`config.mk`:
```
export PLATFORM = sky130hd
export DESIGN_NAME = remote_transmitter
export DESIGN_NICKNAME = d
export VERILOG_FILES = /design/src/rtl/remote_pkg.sv /design/src/rtl/remote_bit_timer.sv /design/src/rtl/remote_transmitter.sv
export SDC_FILE = /design/constraint.sdc
export NUM_CORES = 1
export LEC_CHECK = 0
export CAP_MARGIN = 20
export CORE_ASPECT_RATIO = 1.5
export CORE_MARGIN = 4
export CORE_UTILIZATION = 55
export CTS_CLUSTER_DIAMETER = 30
export DETAILED_ROUTE_END_ITERATION = 10
export GPL_TIMING_DRIVEN = 1
export HOLD_SLACK_MARGIN = 0.02
export PLACE_DENSITY_LB_ADDON = 0.15
export SLEW_MARGIN = 30
export SYNTH_ARGS = -nofsm -noshare
export SYNTH_HDL_FRONTEND = slang
export SYNTH_SLANG_ARGS = --single-unit
```
`constraint.sdc`:
```
create_clock -name Clock -period 4.3 [get_ports Clock]
set_input_delay 0.43 -clock Clock [delete_from_list [all_inputs] [get_ports Clock]]
set_output_delay 0.43 -clock Clock [all_outputs]
set_load 0.05 [all_outputs]
```
`src/rtl/remote_pkg.sv`:
```
// Shared frame constants and transmitter state type for the remote-control serial link.
package remote_pkg;

    localparam int   CUSTOM_W   = 16;
    localparam int   KEY_W      = 8;
    localparam int   FRAME_BITS = 32;
    localparam logic LINE_IDLE  = 1'b1;
    localparam logic LINE_START = 1'b0;

    typedef enum logic [1:0] {
        IDLE  = 2'd0,
        START = 2'd1,
        DATA  = 2'd2,
        GAP   = 2'd3
    } tx_state_t;

endpackage

```
`src/rtl/remote_bit_timer.sv`:
```
// Bit-period timer: counts 0..CYCLES_PER_BIT-1 while enabled and flags the terminal count.
module remote_bit_timer #(
    parameter int CYCLES_PER_BIT = 1
) (
    input  logic Clock,
    input  logic Reset,
    input  logic enable,
    input  logic clear,
    output logic bit_tick
);

    localparam int CW = (CYCLES_PER_BIT > 1) ? $clog2(CYCLES_PER_BIT) : 1;
    localparam logic [CW-1:0] LAST = CW'(CYCLES_PER_BIT - 1);

    logic [CW-1:0] cnt;

    // With one cycle per bit the counter stays at 0 and every enabled cycle ticks.
    assign bit_tick = enable && (cnt == LAST);

    always_ff @(posedge Clock) begin
        if (Reset || clear) begin
            cnt <= '0;
        end else if (enable) begin
            cnt <= bit_tick ? '0 : cnt + 1'b1;
        end
    end

endmodule

```
`src/rtl/remote_transmitter.sv`:
```
// Remote-control frame serializer: start bit, {Custom, Tecla, ~Tecla} MSB first, idle-high gap, Done.
// Build option REMOTE_TX_ERR_INJECT_EN adds ErrInject, which corrupts bit 0 of the inverted-key field.
module remote_transmitter
    import remote_pkg::*;
#(
    parameter int CYCLES_PER_BIT = 1,
    parameter int GAP_CYCLES     = 8
) (
    input  logic                Clock,
    input  logic                Reset,
    input  logic                Start,
    input  logic [CUSTOM_W-1:0] Custom,
    input  logic [KEY_W-1:0]    Tecla,
`ifdef REMOTE_TX_ERR_INJECT_EN
    input  logic                ErrInject,
`endif
    output logic                Serial,
    output logic                Busy,
    output logic                Done
);

    // Handshake: a request is accepted on any edge where Start=1 and Busy=0; Busy then stays
    // high for the whole frame and gap, requests seen while Busy=1 are dropped, and Done pulses
    // in the first cycle Busy is low again, so a held Start chains frames with no idle cycle.

    localparam int BW = $clog2(FRAME_BITS);
    localparam int GW = $clog2(GAP_CYCLES);
    localparam logic [BW-1:0] BIT_LAST = BW'(FRAME_BITS - 1);
    localparam logic [GW-1:0] GAP_LAST = GW'(GAP_CYCLES - 1);

    tx_state_t             state;
    logic [FRAME_BITS-1:0] shreg;
    logic [BW-1:0]         bit_cnt;
    logic [GW-1:0]         gap_cnt;
    logic [KEY_W-1:0]      inv_key;
    logic                  timer_en;
    logic                  bit_tick;

`ifdef REMOTE_TX_ERR_INJECT_EN
    assign inv_key = ~Tecla ^ {{(KEY_W-1){1'b0}}, ErrInject};
`else
    assign inv_key = ~Tecla;
`endif

    assign timer_en = (state == START) || (state == DATA);

    remote_bit_timer #(
        .CYCLES_PER_BIT(CYCLES_PER_BIT)
    ) u_bit_timer (
        .Clock   (Clock),
        .Reset   (Reset),
        .enable  (timer_en),
        .clear   (!timer_en),
        .bit_tick(bit_tick)
    );

    always_ff @(posedge Clock) begin
        if (Reset) begin
            state   <= IDLE;
            shreg   <= '0;
            bit_cnt <= '0;
            gap_cnt <= '0;
            Serial  <= LINE_IDLE;
            Busy    <= 1'b0;
            Done    <= 1'b0;
        end else begin
            Done <= 1'b0;
            case (state)
                IDLE: begin
                    Serial  <= LINE_IDLE;
                    Busy    <= 1'b0;
                    bit_cnt <= '0;
                    gap_cnt <= '0;
                    if (Start && !Busy) begin
                        shreg  <= {Custom, Tecla, inv_key};
                        Serial <= LINE_START;
                        Busy   <= 1'b1;
                        state  <= START;
                    end
                end
                START: begin
                    if (bit_tick) begin
                        Serial <= shreg[FRAME_BITS-1];
                        state  <= DATA;
                    end
                end
                DATA: begin
                    // Serial already shows shreg[MSB]; on each tick present the next bit.
                    if (bit_tick) begin
                        if (bit_cnt == BIT_LAST) begin
                            Serial  <= LINE_IDLE;
                            gap_cnt <= '0;
                            state   <= GAP;
                        end else begin
                            shreg   <= shreg << 1;
                            Serial  <= shreg[FRAME_BITS-2];
                            bit_cnt <= bit_cnt + 1'b1;
                        end
                    end
                end
                GAP: begin
                    Serial <= LINE_IDLE;
                    if (gap_cnt == GAP_LAST) begin
                        Done  <= 1'b1;
                        Busy  <= 1'b0;
                        state <= IDLE;
                    end else begin
                        gap_cnt <= gap_cnt + 1'b1;
                    end
                end
                default: begin
                    Serial <= LINE_IDLE;
                    Busy   <= 1'b0;
                    state  <= IDLE;
                end
            endcase
        end
    end

endmodule

```
==> results.ini <==
[outcome]
status = completed

[logic_synthesis]
synth_cells = 240
synth_xor_area_frac = 0.00759
syn-mean-instance-area_um2 = 9.62
synthDistinctLibCells = 35
synth_area_leaders = dfxtp_1 40%, mux2i_1 12%, a211oi_2 8.7%, nor2_1 6.5%, ha_1 5.4%
synth_edf_count = 0
netlist_area_um2 = 2310
netlist.area_leader.share = 0.399
synth_compound_gate_area_share = 0.199
synth_top_family_by_area = compound AO/OA/AOI/OAI gates
ys_warn_count = 0
synth_fa_ha_area_frac = 0.0542
yosys.area_share.simple = 0.143
synth_nets = 277
synth-async-reset-ratio = 0
yosys-top-cells-count = 46 x dfxtp_1, 40 x nor2_1, 28 x mux2i_1
yosysSeqAreaShare = 0.399
synth-seq-cells = 46
synthFlopType = dfxtp_1
synthMuxAreaShare = 0.121
synth.largest_area_cell = dfxtp_1
synth.most_common_cell = dfxtp_1

[timing]
tightest_slew_ns = 0.648
finalSetupTns_ns = 0
rsz0062_at_grt = false
hold_viol = 0
slew_violations = 0
fin_crit_ns = 2.68
relSlewSlack = 0.568
max_freq_ghz = 0.373
clock_skew_ns = 0.0123
min_period_over_period = 0.624
setup_viol = 0

[place]
place.gp.congestion = 0.806
port_buffers = 29
place_hpwl_um = 2650

[clock_network]
cts_buffer_depth = 2
cts_tree = done
cts_setup_buffers = 0
cts_sinks = 46
cts_made_buffers = 5
clk_latency_ns = 0.30
cts_root_buffer = clkbuf_8
cts_resized = 0
hold_buffers = 0
h-tree-depth = 2
clk_pin_slew_ns = 0.09

[layout]
n_fill_cell = 339
nets = 296
area_growth_pct = 14.5
drive_gt1_frac = 0.108
n_antenna_cell = 0

[setup_path]
critical_path.startpoint = state[0]
crit_fanout = 56
r2r_start = state[0]
start_kind = register
crit_type = register to register
end_kind = register
crit_arrival_ns = 2.89
rr_worst_depth = 7
required_ns = 4.51
rrSetupSlack_ns = 1.62
rr_endpoint = shreg[9]

[floorplan]
num_rows = 28
ios = 30
dieArea_um2 = 5320
die_h_um = 87.3
start_util = 0.578
fp.dieW_um = 60.9
core_um2 = 3990

[route]
ant_nets = 0
wl_per_cell_um = 13.2
num_vias = 1665
routed_wl_um = 4040
drc_errors = 0
avgViaCountPerCell = 5.46
first_iter_violations = 83
first_pass_iters = 4

[pwr]
p_leak_nw = 0.986
finalPower_w = 0.00184
powerDensity_nw_per_um2 = 696
ir_worst_vdd_v = 0.000767

[grt]
track_usage = 0.171
grt_pass1_wl_um = 7010
antenna_found_initial = 0
grt_pass1_vias = 1668
grt_max_degree = 57
overflow = 0

[flow_run]
drv_cap = 0

[min_path]
min_to = gap_cnt[2]
hold_class = register to register
holdPathStages = 2
min_from = gap_cnt[2]

power breakdown:
| group | switching (W) | leakage, nW | internal, W | total (W) |
|---|---|---|---|---|
| registers | 0.0000856 | 0.379 | 0.000588 | 0.000673 |
| clock network | 0.000142 | 0.0472 | 0.000129 | 0.000272 |
| logic | 0.000510 | 0.560 | 0.000385 | 0.000895 |
state kept, by name, indices dropped and copies added, names as in the netlist:
register / count
u_bit_timer.cnt: 1
bit_cnt: 5
Busy: 1
shreg: 32
state: 2
gap_cnt: 3
Done: 1
Serial: 1
metal layers:
layer  up-vias  global-route usage  wire (um)
li1        864                   -          -
met1       757               0.199       1790
met2        32               0.293       1990
met3        12              0.0445        163
met4         0              0.0631         92
met5         -                   0          0
cells by family (layout without fill, tap and decap cells):
family | after synthesis | in the layout
AOI/OAI and AO/OA | 54 | 54
xor gates and xnor gates | 2 | 2
adders and majority gates | 10 | 10
buffers and inverters | 30 | 50
DFF | 46 | 46
muxes | 28 | 28
other | 1 | 1
and+or+nand+nor | 69 | 69
critical path: stages, from the launching register on:
cell and delay (ns):
dfxtp_1 0.35, inv_1 0.15, ha_4 0.54, and4bb_1 0.47, a2bb2oi_4 0.15, buf_4 0.53, nor2_1 0.12, a211oi_1 0.25
how the worst max path moves through the flow:
stage | endpoint | slack (ns) | cells after the start
2_1_floorplan | shreg[16] | 2.30 | 9
3_3_place_gp | shreg[3] | 1.34 | 7
3_5_place_dp | shreg[6] | 1.26 | 7
4_1_cts | shreg[9] | 1.25 | 7
5_1_grt | shreg[1] | 1.37 | 7
6_report | shreg[9] | 1.62 | 7
layout by cell type (no fill, tap or decap), drive strengths merged:
master and n:
nor3b 1, clkdlybuf4s50 28, nor3 2, a21oi 18, nand3b 2, dfxtp 46, buf 2, o2111a 1
o22ai 1, nor2 40, inv 12, ha 10, and2b 1, a41oi 1, nor2b 7, and4bb 1
nand2b 8, a221oi 1, o21ai 2, mux2i 28, nand4 1, clkinv 1, nand2 3, clkinvlp 1
conb 1, a211oi 25, nand3 2, clkbuf 6, a2bb2oi 2, xor2 2, a22oi 2, and3 1
o21a 1
area by class of cell:
cell class / instances / area [um2] / area share
Multi-Input combinational cell: 164 / 1230 / 0.465
Sequential cell: 46 / 921 / 0.348
Timing Repair Buffer: 30 / 295 / 0.112
Clock buffer: 6 / 82.6 / 0.0313
Tap cell: 45 / 56.3 / 0.0213
Inverter: 12 / 45.0 / 0.0170
Clock inverter: 2 / 12.5 / 0.00473
per-stage QoR:
step	std cells	utilization	instance area [um2]	hold slack (ns)	setup slack [ns]
final	305	0.662	2640	0.481	1.62
after CTS	305	0.659	2630	0.481	1.25
after floorplan	240	-	2310	0.450	2.30
after detailed placement	297	0.635	2530	0.467	1.26
after global routing	305	0.662	2640	0.512	1.37
after global placement	297	0.635	2530	0.458	1.34
(Power assumes the default switching activity.)
==> patch 1 (same settings) <==
`GAP_CYCLES`: 8 -> 16.
--- a/src/rtl/remote_transmitter.sv
+++ b/src/rtl/remote_transmitter.sv
@@ -6,3 +6,3 @@
     parameter int CYCLES_PER_BIT = 1,
-    parameter int GAP_CYCLES     = 8
+    parameter int GAP_CYCLES     = 16
 ) (
Behaviour: no difference found for any inputs over 10 cycles, from zero or initial values and one cycle with Reset high; that may be too few to reach the edited logic, so the function may still have changed.
==> patch 1 against the original RTL <==
Final cell count grew 2.0%. Power shrank 2.4%. Fmax shrank 0.93%. Synthesized cell count grew 0.42%. Area after synthesis shrank 2.2%. Final area grew 0.47%. Routed wire length grew 0.97%. Worst setup slack lost 25 ps. Sequential share of layout area grew 0.59 points. Sequential cell count grew 1. Critical path type unchanged. Largest power group unchanged.
==> patch 1: results (changes against the original RTL) <==
| Metric | Value |
|---|---|
| Adder-cell area share of the yosys netlist | 4.99% (-0.43 points) |
| First-pass GRT wire length | 7.11 mm (+1.4%) |
| Largest registers | shreg (32), bit_cnt (5), gap_cnt (4) |
| Fin Hold WS | 495 ps (+14.1 ps) |
| Cells after synthesis | 241 (+0.42%) |
| CP max FO | 38 (-32%) |
| Layout fillers | 321 (-5.3%) |
| Run status | completed |
| GRT Overall Usage | 17.7% (+0.60 points) |
| Worst Hold End | Serial$_SDFFE_PP1P_ |
| Total Power | 1.80 mW (-2.4%) |
| Mux cell area share after synthesis | 17.3% (+5.1 points) |
| HPWL Detailed | 2.90 mm (+9.7%) |
| Worst skew pair latency | 300 ps (about the same) |
| Synth Area in XOR/XNOR | 0.776% (+0.017 points) |
| R2R cell count | 8 (+1) |
| Worst hold path class | register to register |
| Total routed wirelength | 4.08 mm (+0.97%) |
| LEAKAGE | 0.974 nW (-1.2%) |
| Pint | 1.09 mW (-0.84%) |
| Multi-input gate area | 0.00120 mm² (-2.3%) |
| Worst-Margin Slew | 680 ps (+32.0 ps) |
| Top cells by count, synth | dfxtp_1 (47), mux2i_1 (39), nor2_1 (39), a211oi_1 (26), a21oi_1 (12) |
| Register area share after synthesis | 41.7% (+1.8 points) |
| Clock skew | 5.17 ps (-7.13 ps) |
| Synth area leaders | dfxtp_1 (42%), mux2i_1 (17%), a211oi_1 (8.6%), nor2_1 (6.5%), ha_1 (5.0%) |
| Final worst setup slack | 1590 ps (-25.2 ps) |
| Vias in the first global route | 1679 (+0.66%) |
| Final cell count without fillers | 311 (+2.0%) |
| WP data arrival | 2920 ps (+30 ps) |
| Largest net degree at the start of global routing | 39 (-32%) |
| VDD IR-drop max | 0.570 mV (-26%) |
| Placed insts | 303 (+2.0%) |
| Post_cts resized | 0 (unchanged) |
| Area post-placement | 0.00255 mm² (+0.79%) |
| Initial drt markers | 107 (+29%) |
| Clock group share of total power | 15.9% (+1.1 points) |
| Reg2reg end | shreg[18]$_SDFFE_PP0P_ |
| Hold path start | Serial$_SDFFE_PP1P_ |
| Ratio of cells with drive above 1 in the final layout | 5.26% (-5.5 points) |
| RePlAce Congestion | 0.894 (+11%) |
| Routed vias/inst | 5.62 (+3.0%) |
| Reg power frac | 35.8% (-0.8 points) |
| Compound-cell area share of the yosys netlist | 15.5% (-4.4 points) |
## patch 1: changes by cell type after synthesis, sizes merged, moves of 3 or more
cell,before,now
o21ai,2,5
nor2b,7,0
mux2i,28,39
a21oi,18,12
nand2b,8,3
## patch 1: worst max-delay path: stages, from the launching register on
cell and delay (ps):
dfxtp_1 420, inv_1 110, ha_2 200, buf_4 300, and2b_1 420, a2bb2oi_4 570, buf_4 330, nor2_1 60
a211oi_1 210
## patch 1: layer usage
metal  up-vias  GRT usage (%)  wire, µm  share of wire [%]
li1        903              -         -                  -
met1       803           20.3      1800                 44
met2        32           29.2      2010                 49
met3        11           4.47       158                3.9
met4         0           9.68       108                2.7
met5         -              0         0                  0
## patch 1: area by class of cell
| type | instances | share of cell area (%) |
|---|---|---|
| Timing Repair Buffer | 33 | 11.9 |
| Tap cell | 45 | 2.12 |
| Clock buffer | 8 | 3.77 |
| Inverter | 11 | 1.56 |
| Sequential cell | 47 | 35.4 |
| Multi-Input combinational cell | 167 | 45.2 |
==> patch 2 (config.mk and constraints unchanged) <==
Without the edit above. Add an input register stage for `Start` and `Custom`, without a reset; this delays them by one clock. The other inputs are not delayed to match. Comments in the files are not updated.
--- a/src/rtl/remote_transmitter.sv
+++ b/src/rtl/remote_transmitter.sv
@@ -29,2 +29,10 @@
     localparam logic [GW-1:0] GAP_LAST = GW'(GAP_CYCLES - 1);
+
+    logic Start_q;
+    logic [CUSTOM_W-1:0] Custom_q;
+
+    always_ff @(posedge Clock) begin
+        Start_q  <= Start;
+        Custom_q <= Custom;
+    end
 
@@ -73,4 +81,4 @@
                     gap_cnt <= '0;
-                    if (Start && !Busy) begin
-                        shreg  <= {Custom, Tecla, inv_key};
+                    if (Start_q && !Busy) begin
+                        shreg  <= {Custom_q, Tecla, inv_key};
                         Serial <= LINE_START;
Formal check against the unedited RTL: not equivalent (a bounded check fails within 4 cycles, from zero or initial values and one cycle with Reset high).
==> patch 2 against the original RTL <==
Via count rose by 9.5%. Power rose by 26%. Global-route usage fell by 0.74 points. Non-clock buffer count did not move. Critical path depth did not move. Routed wire length rose by 7.0%. Area after synthesis rose by 14%. Sequential cell count rose by 17. Clock skew fell by 4.1 ps. Final area rose by 18%. Worst setup slack improved by 95 ps. Synthesized cell count rose by 7.5%. Critical endpoint is now shreg[3]$_SDFFE_PP0P_. Highest routed layer unchanged.
==> patch 2: results (changes against the original RTL) <==
| Metric | Value |
|---|---|
| Post-CTS Setup Bufs | 0 (unchanged) |
| P_seq | 0.807 mW (+20%) |
| Ratio of cells with drive above 1 in the final layout | 11.8% (+1.1 points) |
| Placed insts | 335 (+13%) |
| HPWL Detailed | 2.81 mm (+6.3%) |
| VDD IR-drop max | 0.448 mV (-42%) |
| GRT Overall Usage | 16.4% (-0.74 points) |
| Syn Area/Cell | 10.2 µm² (+6.3%) |
| Run status | completed |
| LEAKAGE | 1.18 nW (+20%) |
| Mapped Nets | 295 (+6.5%) |
| Crit path max-delay family | buffers and inverters |
| Worst skew pair latency | 330 ps (+30 ps) |
| Avg WL per Cell | 12.3 µm (-7.0%) |
| RePlAce Congestion | 0.892 (+11%) |
| Worst R2R Setup Slack | 1710 ps (+100 ps) |
| Hold path start | gap_cnt[1]$_SDFFE_PP0P_ |
| P_clk | 0.534 mW (+96%) |
| Max-cap viol count | 0 (unchanged) |
| Num CTS Buffers | 9 (+4) |
| Pint | 1.47 mW (+33%) |
| Register area share after synthesis | 47.8% (+7.9 points) |
| H-Tree Depth | 3 (+1) |
| Worst Hold Depth | 2 (unchanged) |
| Dpl ws | 1350 ps (+93.2 ps) |
| Largest net degree at the start of global routing | 57 (unchanged) |
| WP data arrival | 2800 ps (-90 ps) |
| Clock skew | 8.23 ps (-4.08 ps) |
| Final nets | 319 (+7.8%) |
| First-pass GRT wire length | 7.59 mm (+8.3%) |
| Vias | 1823 (+9.5%) |
| Area post-placement | 0.00290 mm² (+14%) |
| NetSw | 0.858 mW (+16%) |
| Worst-Margin Slew | 636 ps (-11.6 ps) |
| Reg2reg end | shreg[3]$_SDFFE_PP0P_ |
| Largest registers | shreg (32), Custom_q (16), bit_cnt (5) |
| Synth area leaders | dfxtp_1 (48%), mux2i_1 (9.5%), a211oi_2 (7.6%), nor2_1 (5.4%), ha_1 (4.7%) |
| Initial drt markers | 81 (-2.4%) |
| Final cell count without fillers | 351 (+15%) |
| Clock transition at path regs | 70 ps (-20 ps) |
| Top cells by count, synth | dfxtp_1 (63), nor2_1 (38), mux2i_1 (25), a21oi_1 (20), a211oi_2 (16) |
patch 2: cell types whose count changed after synthesis, sizes merged, moves of 2 or more:
cell	before	now
dfxtp	46	63
buf	11	9
mux2i	28	25
a21oi	18	20
nor2	40	38
nand2b	8	6
patch 2: how the worst max path moves through the flow:
stage                                       start                endpoint  slack, ps  depth (start not counted)
after floorplan           bit_cnt[0]$_SDFFE_PP0P_  shreg[14]$_SDFFE_PP0P_       2320                          8
after global routing        state[0]$_SDFFE_PP0P_  shreg[25]$_SDFFE_PP0P_       1470                          7
final                       state[0]$_SDFFE_PP0P_   shreg[3]$_SDFFE_PP0P_       1710                          7
after detailed placement    state[0]$_SDFFE_PP0P_   shreg[1]$_SDFFE_PP0P_       1350                          7
after CTS                   state[0]$_SDFFE_PP0P_   shreg[3]$_SDFFE_PP0P_       1350                          7
after global placement      state[0]$_SDFFE_PP0P_   shreg[2]$_SDFFE_PP0P_       1430                          7
patch 2: logic make-up after synthesis:
logic type / count (synthesis) / share of synthesized area, %
DFF: 63 / 47.8
AOI/OAI and AO/OA: 57 / 18.0
and+or+nand+nor: 70 / 13.0
xor gates and xnor gates: 2 / 0.664
other: 1 / 0.142
adders and majority gates: 10 / 4.74
muxes: 25 / 9.49
buffers and inverters: 30 / 6.21
patch 2: routing by layer:
layer,GRT usage [%],vias up,wire [µm]
li1,-,938,-
met1,17.0,829,1810
met2,27.3,41,2150
met3,4.85,15,212
met4,12.2,0,147
met5,0,-,0
patch 2: area by class of cell:
| class | instances | area (µm²) |
|---|---|---|
| clock buffer | 12 | 135 |
| clock inverter | 4 | 70.1 |
| fill | 377 | 1460 |
| inverter | 13 | 48.8 |
| multi-input combinational | 165 | 1220 |
| sequential | 63 | 1260 |
| tap | 64 | 80.1 |
| timing repair buffer | 30 | 295 |
